$ cat src/rtl/apb_slave_mem_if.sv
// APB bus bundle between the APB master and the apb_slave_mem completer.
// The master modport drives the request side. The slave modport drives the response side.
interface apb_slave_mem_if #(
   parameter int ADDR = 5,
   parameter int DATA = 32
);
   logic            psel;
   logic            penable;
   logic            pwrite;
   logic [ADDR-1:0] paddr;
   logic [DATA-1:0] pwdata;
   logic [DATA-1:0] prdata;
   logic            preadyout;
   logic            pslverr;

   modport master (
      output psel, penable, pwrite, paddr, pwdata,
      input  prdata, preadyout, pslverr
   );

   modport slave (
      input  psel, penable, pwrite, paddr, pwdata,
      output prdata, preadyout, pslverr
   );
endinterface

$ cat src/rtl/apb_slave_mem.sv
// apb_slave_mem: an APB completer that holds a word-addressed register memory.
// Each transfer is a setup phase followed by access cycles. Transfers are answered with a
// registered preadyout, read data and an error flag.
// Addresses at or above DEPTH report pslverr. Writes to those addresses are dropped,
// and reads from them return 0.
// Optional feature: when APB_SLV_WAIT_EN is defined, WAIT wait cycles are inserted into
// every transfer. When it is undefined, every transfer completes in the first access cycle.
module apb_slave_mem #(
   parameter int ADDR  = 5,
   parameter int DATA  = 32,
   parameter int DEPTH = 24,
   parameter int WAIT  = 2
) (
   input logic           pclk,
   input logic           prst,
   apb_slave_mem_if.slave bus
);

   // Catch configurations the memory and the wait counter cannot represent.
   if (DEPTH < 1 || DEPTH > (1 << ADDR)) begin : g_bad_depth
      $error("apb_slave_mem: DEPTH must be in 1..2**ADDR");
   end
   if (WAIT < 0 || WAIT > 15) begin : g_bad_wait
      $error("apb_slave_mem: WAIT must be in 0..15");
   end

`ifdef APB_SLV_WAIT_EN
   localparam int EFF_WAIT = WAIT;
   typedef enum logic [1:0] {ST_IDLE, ST_WAIT, ST_READY} state_t;
`else
   typedef enum logic {ST_IDLE, ST_READY} state_t;
`endif

   localparam logic [ADDR:0] DEPTH_W = DEPTH[ADDR:0];

   state_t          state, state_n;
`ifdef APB_SLV_WAIT_EN
   logic [3:0]      cnt, cnt_n;
`endif

   // Transfer context, captured at the setup phase.
   logic [ADDR-1:0] addr_q;
   logic            wr_q;
   logic            err_q;
   logic [DATA-1:0] wdata_q;

   logic [DATA-1:0] prdata_q;
   logic            ready_q;
   logic            err_out_q;

   logic [DATA-1:0] mem [DEPTH];

   logic            setup;
   logic            start;
   logic            latch;
   logic            load;
   logic            commit;
   logic [ADDR-1:0] cur_addr;
   logic            cur_wr;
   logic            cur_err;
   logic [DATA-1:0] rd_word;

   assign setup = bus.psel & ~bus.penable;

   // Next-state logic, and the strobes that capture the transfer, load the outputs and commit writes.
   always_comb begin
      state_n = state;
`ifdef APB_SLV_WAIT_EN
      cnt_n   = cnt;
`endif
      start   = 1'b0;
      latch   = 1'b0;
      load    = 1'b0;
      commit  = 1'b0;
      case (state)
         ST_IDLE: begin
            // When psel and penable are both high here, it is a protocol violation. It falls through and is ignored.
            if (setup) start = 1'b1;
         end
`ifdef APB_SLV_WAIT_EN
         ST_WAIT: begin
            if (!bus.psel) begin
               state_n = ST_IDLE;
            end else if (bus.penable) begin
               if (cnt == 4'd0) begin
                  state_n = ST_READY;
                  load    = 1'b1;
               end else begin
                  cnt_n = cnt - 4'd1;
               end
            end
         end
`endif
         ST_READY: begin
            commit  = wr_q & ~err_q;
            state_n = ST_IDLE;
            if (setup) start = 1'b1;
         end
         default: state_n = ST_IDLE;
      endcase

      if (start) begin
         latch = 1'b1;
`ifdef APB_SLV_WAIT_EN
         if (EFF_WAIT == 0) begin
            state_n = ST_READY;
            load    = 1'b1;
         end else begin
            state_n = ST_WAIT;
            cnt_n   = 4'(EFF_WAIT - 1);
         end
`else
         state_n = ST_READY;
         load    = 1'b1;
`endif
      end
   end

   // Zero-wait transfers load their outputs on the setup edge itself, so they use the live bus values.
   always_comb begin
      cur_addr = latch ? bus.paddr  : addr_q;
      cur_wr   = latch ? bus.pwrite : wr_q;
      cur_err  = ({1'b0, cur_addr} >= DEPTH_W);
      rd_word  = '0;
      if (!cur_err) begin
         // Forward a write that commits on this same edge, so a back-to-back read does not see stale data.
         if (commit && (addr_q == cur_addr)) rd_word = wdata_q;
         else                                rd_word = mem[cur_addr];
      end
   end

   // State, wait counter and transfer context registers.
   always_ff @(posedge pclk or posedge prst) begin
      if (prst) begin
         state   <= ST_IDLE;
`ifdef APB_SLV_WAIT_EN
         cnt     <= 4'd0;
`endif
         addr_q  <= '0;
         wr_q    <= 1'b0;
         err_q   <= 1'b0;
         wdata_q <= '0;
      end else begin
         state <= state_n;
`ifdef APB_SLV_WAIT_EN
         cnt   <= cnt_n;
`endif
         if (latch) begin
            addr_q  <= bus.paddr;
            wr_q    <= bus.pwrite;
            err_q   <= cur_err;
            wdata_q <= bus.pwdata;
         end
      end
   end

   // Registered response. preadyout is a one-cycle pulse. prdata changes only on reads.
   always_ff @(posedge pclk or posedge prst) begin
      if (prst) begin
         ready_q   <= 1'b0;
         err_out_q <= 1'b0;
         prdata_q  <= '0;
      end else begin
         ready_q   <= load;
         err_out_q <= load & cur_err;
         if (load && !cur_wr) prdata_q <= rd_word;
      end
   end

   // Memory array. A write commits at the closing edge of READY, and only when the address was in range.
   always_ff @(posedge pclk or posedge prst) begin
      if (prst) begin
         for (int i = 0; i < DEPTH; i++) mem[i] <= '0;
      end else if (commit) begin
         mem[addr_q] <= wdata_q;
      end
   end

   assign bus.prdata    = prdata_q;
   assign bus.preadyout = ready_q;
   assign bus.pslverr   = err_out_q;

endmodule

$ cat src/flat_wrapper.sv
// flat-port wrapper written by rule: the top's interface ports become plain ports
module apb_slave_mem_flat 
#(
   parameter int ADDR  = 5,
   parameter int DATA  = 32,
   parameter int DEPTH = 24,
   parameter int WAIT  = 2
)
  (pclk, prst, bus_psel, bus_penable, bus_pwrite, bus_paddr, bus_pwdata, bus_prdata, bus_preadyout, bus_pslverr);
  apb_slave_mem_if #(.ADDR(ADDR), .DATA(DATA)) bus_i ();
  input logic pclk;
  input logic prst;
  input wire logic [$bits(bus_i.psel)-1:0] bus_psel;
  input wire logic [$bits(bus_i.penable)-1:0] bus_penable;
  input wire logic [$bits(bus_i.pwrite)-1:0] bus_pwrite;
  input wire logic [$bits(bus_i.paddr)-1:0] bus_paddr;
  input wire logic [$bits(bus_i.pwdata)-1:0] bus_pwdata;
  output wire logic [$bits(bus_i.prdata)-1:0] bus_prdata;
  output wire logic [$bits(bus_i.preadyout)-1:0] bus_preadyout;
  output wire logic [$bits(bus_i.pslverr)-1:0] bus_pslverr;
  assign bus_i.psel = bus_psel;
  assign bus_i.penable = bus_penable;
  assign bus_i.pwrite = bus_pwrite;
  assign bus_i.paddr = bus_paddr;
  assign bus_i.pwdata = bus_pwdata;
  assign bus_prdata = bus_i.prdata;
  assign bus_preadyout = bus_i.preadyout;
  assign bus_pslverr = bus_i.pslverr;
  apb_slave_mem #(.ADDR(ADDR), .DATA(DATA), .DEPTH(DEPTH), .WAIT(WAIT)) u_core (.pclk(pclk), .prst(prst), .bus(bus_i));
endmodule
$ cat config.mk
export PLATFORM = sky130hd
export DESIGN_NAME = apb_slave_mem_flat
export DESIGN_NICKNAME = d
export VERILOG_FILES = /design/src/rtl/apb_slave_mem_if.sv /design/src/rtl/apb_slave_mem.sv /design/src/flat_wrapper.sv
export SDC_FILE = /design/constraint.sdc
export NUM_CORES = 2
export LEC_CHECK = 0
export BUFFER_PORTS_ARGS = -buffer_cell sky130_fd_sc_hd__buf_2
export CAP_MARGIN = 40
export CORE_UTILIZATION = 30
export DETAILED_ROUTE_END_ITERATION = 8
export PLACE_DENSITY_LB_ADDON = 0.1
export SLEW_MARGIN = 20
export SYNTH_ARGS = -nofsm -noshare
export SYNTH_HDL_FRONTEND = slang
export SYNTH_SLANG_ARGS = --single-unit
$ cat constraint.sdc
create_clock -name pclk -period 26.2 [get_ports pclk]
set_input_delay 3.93 -clock pclk [delete_from_list [all_inputs] [get_ports pclk]]
set_output_delay 3.93 -clock pclk [all_outputs]
set_load 0.03 [all_outputs]
# == Word level (Yosys, flattened, before mapping) ==
# Index checks and enable logic that the tools add are counted.
# op_classes
add_sub_neg,0
multipliers,0
n_div,0
n_lt_le_gt_ge,4
eq_ne,1
shift,0
muxes,13
bitwise_logic,7
n_reduce_logical,4
# ops
cell,n
$bwmux W768,1
$bmux W32 S5,1
$demux W32 S5,1
$mux W32,5
$ge A6 B6 Y1 const B,2
$not A5 Y6,2
$lt A6 B1 Y1 const B,1
$eq A5 B5 Y1,1
$ge A5 B5 Y1 const B,1
$mux W5,1
$mux W1,4
$and A1 B1 Y1,3
$logic_and A1 B1 Y1,3
$not A1 Y1,2
$logic_not A1 Y1,1
# totals
ff_bits,841
latch_bits,0
ramBits,0
romBits,0
elab_cells,60
n_memories,0

# == Depth between registers and ports, before layout ==
# logic_depth
word_depth,11
ltp_mapped,11
depth_no_buf,7

# == Least setup slack after synthesis ==
# No wires, ideal clock.
# synth_path
path_type,input to register
startpoint,in bus_paddr[0]
endpoint,reg u_core.prdata_q[19] (netlist: u_core.bus.prdata[19])
setup_ns,0.095
arrival_ns,5.493
required_time_ns,26.105
slack_ns,20.612
stages,9
path_buffers,3
cell_sequence,buf_2 > and3b_4 > buf_2 > buf_2 > a211oi_1 > a211oi_1 > a2111oi_2 > o21ai_0 > o31ai_1
# synth_via
elab_chain_cells,7
word_cells_on_any_way,10
classes_between,order compare: 1; eq/ne: 1; mux: 6; bitwise: 1; reduce/logical: 1
# synth_rtl
item,line_no,rtl
"start, declared",flat_wrapper.sv:16,input wire logic [$bits(bus_i.paddr)-1:0] bus_paddr;
$mux W5 *,--,
$not A5 Y6 (implied by the code),apb_slave_mem.sv:128,else rd_word = mem[cur_addr];
$bmux W32 S5,apb_slave_mem.sv:128,
$mux W32 (implied by the code) (2 in a row),apb_slave_mem.sv:128,
$mux W32,apb_slave_mem.sv:127,if (commit && (addr_q == cur_addr)) rd_word = wdata_q;
$mux W32 *,apb_slave_mem.sv:125,if (!cur_err) begin
"end signal, assigned",apb_slave_mem.sv:166,if (load && !cur_wr) prdata_q <= rd_word;
"end, declared",apb_slave_mem.sv:47,logic [DATA-1:0] prdata_q;
# Every way passes the cells marked *; elsewhere a longest branch is shown, timed or not. The select of a mux whose other input is x is not followed.
# A chain may end at the register's enable or synchronous reset.

# == Worst setup path after layout ==
# layout_path
startpoint,in bus_penable
endpoint,reg u_core.prdata_q[6] (netlist: u_core.bus.prdata[6])
# layout_via
elab_chain_cells,11
word_cells_on_any_way,17
classes_between,order compare: 1; eq/ne: 1; mux: 9; bitwise: 3; reduce/logical: 3
# layout_rtl
item,line_no,rtl
"start, declared",flat_wrapper.sv:14,input wire logic [$bits(bus_i.penable)-1:0] bus_penable;
$not A1 Y1 *,apb_slave_mem.sv:63,assign setup = bus.psel & ~bus.penable;
$and A1 B1 Y1 *,apb_slave_mem.sv:63,
$mux W1 *,"apb_slave_mem.sv:78, apb_slave_mem.sv:97",
$mux W1 *,apb_slave_mem.sv:102,if (start) begin
$mux W5,--,
$not A5 Y6 (implied by the code),apb_slave_mem.sv:128,
$bmux W32 S5,apb_slave_mem.sv:128,
$mux W32 (implied by the code) (2 in a row),apb_slave_mem.sv:128,
$mux W32,apb_slave_mem.sv:127,
$mux W32,apb_slave_mem.sv:125,
# Marked as above.

==> results.json <==
{
  "status": "completed",
  "die_y_um": 363,
  "powerDensity_mw_per_mm2": 75.8,
  "fill_cells": 12900,
  "cts_max_level": 3,
  "cp_max_fo": 152,
  "track_usage": 0.201,
  "dpl.hpwl_um": 73100,
  "design.core.area_mm2": 0.129,
  "start_kind": "input pin",
  "grt_overflow_total": 0,
  "cts_num_sinks": 841,
  "ir_worst_vdd_uv": 46.1,
  "postCtsSetupBuffers": 0,
  "routed_wl_um": 132000,
  "drc": 0,
  "via_per_inst": 5.19,
  "portBuffers": 75,
  "yosysWarnings": 0,
  "synth_seq_cells": 841,
  "tritoncts": "built",
  "fin_crit_ns": 7.68,
  "cts_root_buf": "clkbuf_16",
  "clkSlewWorstSetupHoldPaths_ns": 0.06,
  "synth_nets": 3426,
  "slew_headroom": 0.344,
  "clk_latency_ns": 0.70,
  "pin_count": 76,
  "nets": 3398,
  "end_kind": "flip-flop",
  "die-area_mm2": 0.132,
  "static-leakage-power_nw": 20.7,
  "drtPass1Iterations": 7,
  "synth_edf_count": 0,
  "clock_skew_ns": 0.0228,
  "grt_pass1_wl_um": 196000,
  "rows": 132,
  "antenna_found_initial": 1,
  "fin_crit_sh": 0.293,
  "tns_ns": 0,
  "holdWs_ns": 0.479,
  "max_cap_violations": 0,
  "hold_class": "reg -> reg",
  "cts_resized": 0,
  "p_total_mw": 3.43,
  "final-setup-viol-count": 0,
  "synth_ff_type": "dfrtp_1",
  "yosysUniqueCellTypes": 41,
  "place_worst_setup_slack_ns": 17.80,
  "grt_pass1_vias": 28600,
  "drive_above_1_share": 0.323,
  "cts_buffers": 100,
  "ant_nets": 0,
  "die_w_um": 363,
  "cts_buffer_depth": 3,
  "max_freq_mhz": 130,
  "dp.cells": 4979,
  "avgRoutedWirePerCell_um": 25.5,
  "yosysSeqAreaShare": 0.538,
  "worst_slack_ns": 18.52,
  "rsz0062_at_grt": "no",
  "finalNonFillerCells": 5180,
  "via_count": 26900,
  "gp_congestion": 0.732,
  "initial_core_util": 0.302,
  "path_class": "in -> reg",
  "arrival_ns": 8.27,
  "drt_iter0_drc": 1647,
  "avgSynthCellArea_um2": 11.6,
  "tightest_slew_ns": 0.985,
  "synthToLayoutAreaGrowth_pct": 15.7,
  "required_ns": 26.79,
  "synth_cells": 3384,
  "postCtsHoldBufs": 0,
  "grt_max_degree": 153,
  "drv_slew": 0,
  "hold_viol_final": 0,
  "async_reset_ff_frac": 1.00,
  "syn_area_mm2": 0.0392
}
[synth_stat cells (65+ instances only)]
cell type  instances  area, um2
inv_1             71        267
buf_2            100        500
a21oi_1          160        801
nor2_1            75        282
nand2_1          502       1880
mux2_2           704       7930
mux2i_1          192       1920
o21ai_0          125        626
a211oi_1         128        961
clkbuf_1         154        578
nor4_1            65        407
dfrtp_1          841      21000
[where the power goes]
part | total [mW] | internal [mW] | leakage (nW) | switching (mW)
combinational | 0.500 | 0.196 | 7.54 | 0.305
clock | 1.40 | 0.833 | 1.65 | 0.571
sequential | 1.53 | 1.43 | 11.5 | 0.101
[critical path, cell delays in order]
cell       delay, ns
buf_2           0.12
nand2b_4        0.65
buf_4           0.67
a21oi_4         0.17
inv_8           0.56
buf_12          0.71
mux2i_1         0.25
a2111oi_2       0.44
o21ai_0         0.19
o31ai_1         0.30
[flip-flops by register name, indices dropped and copies added (netlist names)]
signal,count
u_core.mem,768
u_core.bus.prdata,32
u_core.wdata_q,32
u_core.addr_q,5
u_core.bus.pslverr,1
u_core.err_q,1
u_core.state,1
u_core.wr_q,1
[layer usage]
metal / part of all wire / up-vias / routed length, um / global-route usage
met2: 0.48 / 545 / 63800 / 0.342
li1: - / 11900 / - / -
met4: 0.029 / 0 / 3860 / 0.0614
met5: 0 / - / 0 / 0
met1: 0.45 / 14200 / 59800 / 0.264
met3: 0.034 / 198 / 4480 / 0.0274
[logic make-up after synthesis]
family	after synthesis	synth area share
flip-flops	841	0.538
XOR/XNOR	5	0.00112
buffers and inverters	383	0.0415
multiplexers	896	0.252
AO/OA/AOI/OAI	555	0.0934
AND/OR/NAND/NOR	704	0.0748
[placed cells by master (no fill, tap or decap), types with 3 or more instances in the layout]
cell / instances
nand2_1: 492
o22ai_1: 32
clkinv_2: 21
buf_16: 16
a31oi_4: 3
bufinv_16: 5
a211oi_1: 128
nand2_2: 8
or3_1: 5
a22oi_1: 32
o21ai_1: 6
nor2b_4: 3
buf_4: 55
mux2i_1: 192
o31ai_1: 32
buf_8: 17
nor4_1: 65
inv_1: 69
mux2_2: 704
buf_2: 77
clkbuf_16: 103
xor2_1: 3
dfrtp_1: 840
nor2_4: 11
buf_12: 14
clkbuf_8: 23
nor2_1: 66
clkbuf_1: 26
a2111oi_2: 28
nor3_1: 37
a21oi_1: 160
nand3_1: 3
o21ai_0: 125
[per-stage QoR]
| stage | instance area (um2) | utilization |
|---|---|---|
| 3_5_place_dp | 41700 | 0.322 |
| 3_3_place_gp | 41000 | 0.317 |
| 6_report | 45300 | 0.350 |
| 2_1_floorplan | 39200 | - |
| 4_1_cts | 45000 | 0.347 |
| 5_1_grt | 45300 | 0.350 |
[path summary, 6_finish.rpt]
check	endpoint	cells after the start	slack [ns]	startpoint
max in group asynchronous	u_core.mem[68]	8	20.45	prst
worst max-delay path	u_core.bus.prdata[6]	10	18.52	bus_penable
worst max register to register	u_core.mem[42]	5	22.64	u_core.addr_q[0]
min in group asynchronous	u_core.mem[534]	3	3.21	prst
worst min register to register	u_core.err_q	1	0.48	u_core.err_q
worst min-delay path	u_core.err_q	1	0.48	u_core.err_q
[area by class of cell]
type	count	area, um2	share of cell area
sequential	841	21000	0.465
multi-input combinational	2160	16700	0.368
clock buffer	152	2990	0.0661
tap	1742	2180	0.0481
timing repair buffer	180	1790	0.0394
clock inverter	31	314	0.00694
inverter	73	288	0.00636
antenna	1	2.50	0.0000553
Power figures use the tool's default switching activity.
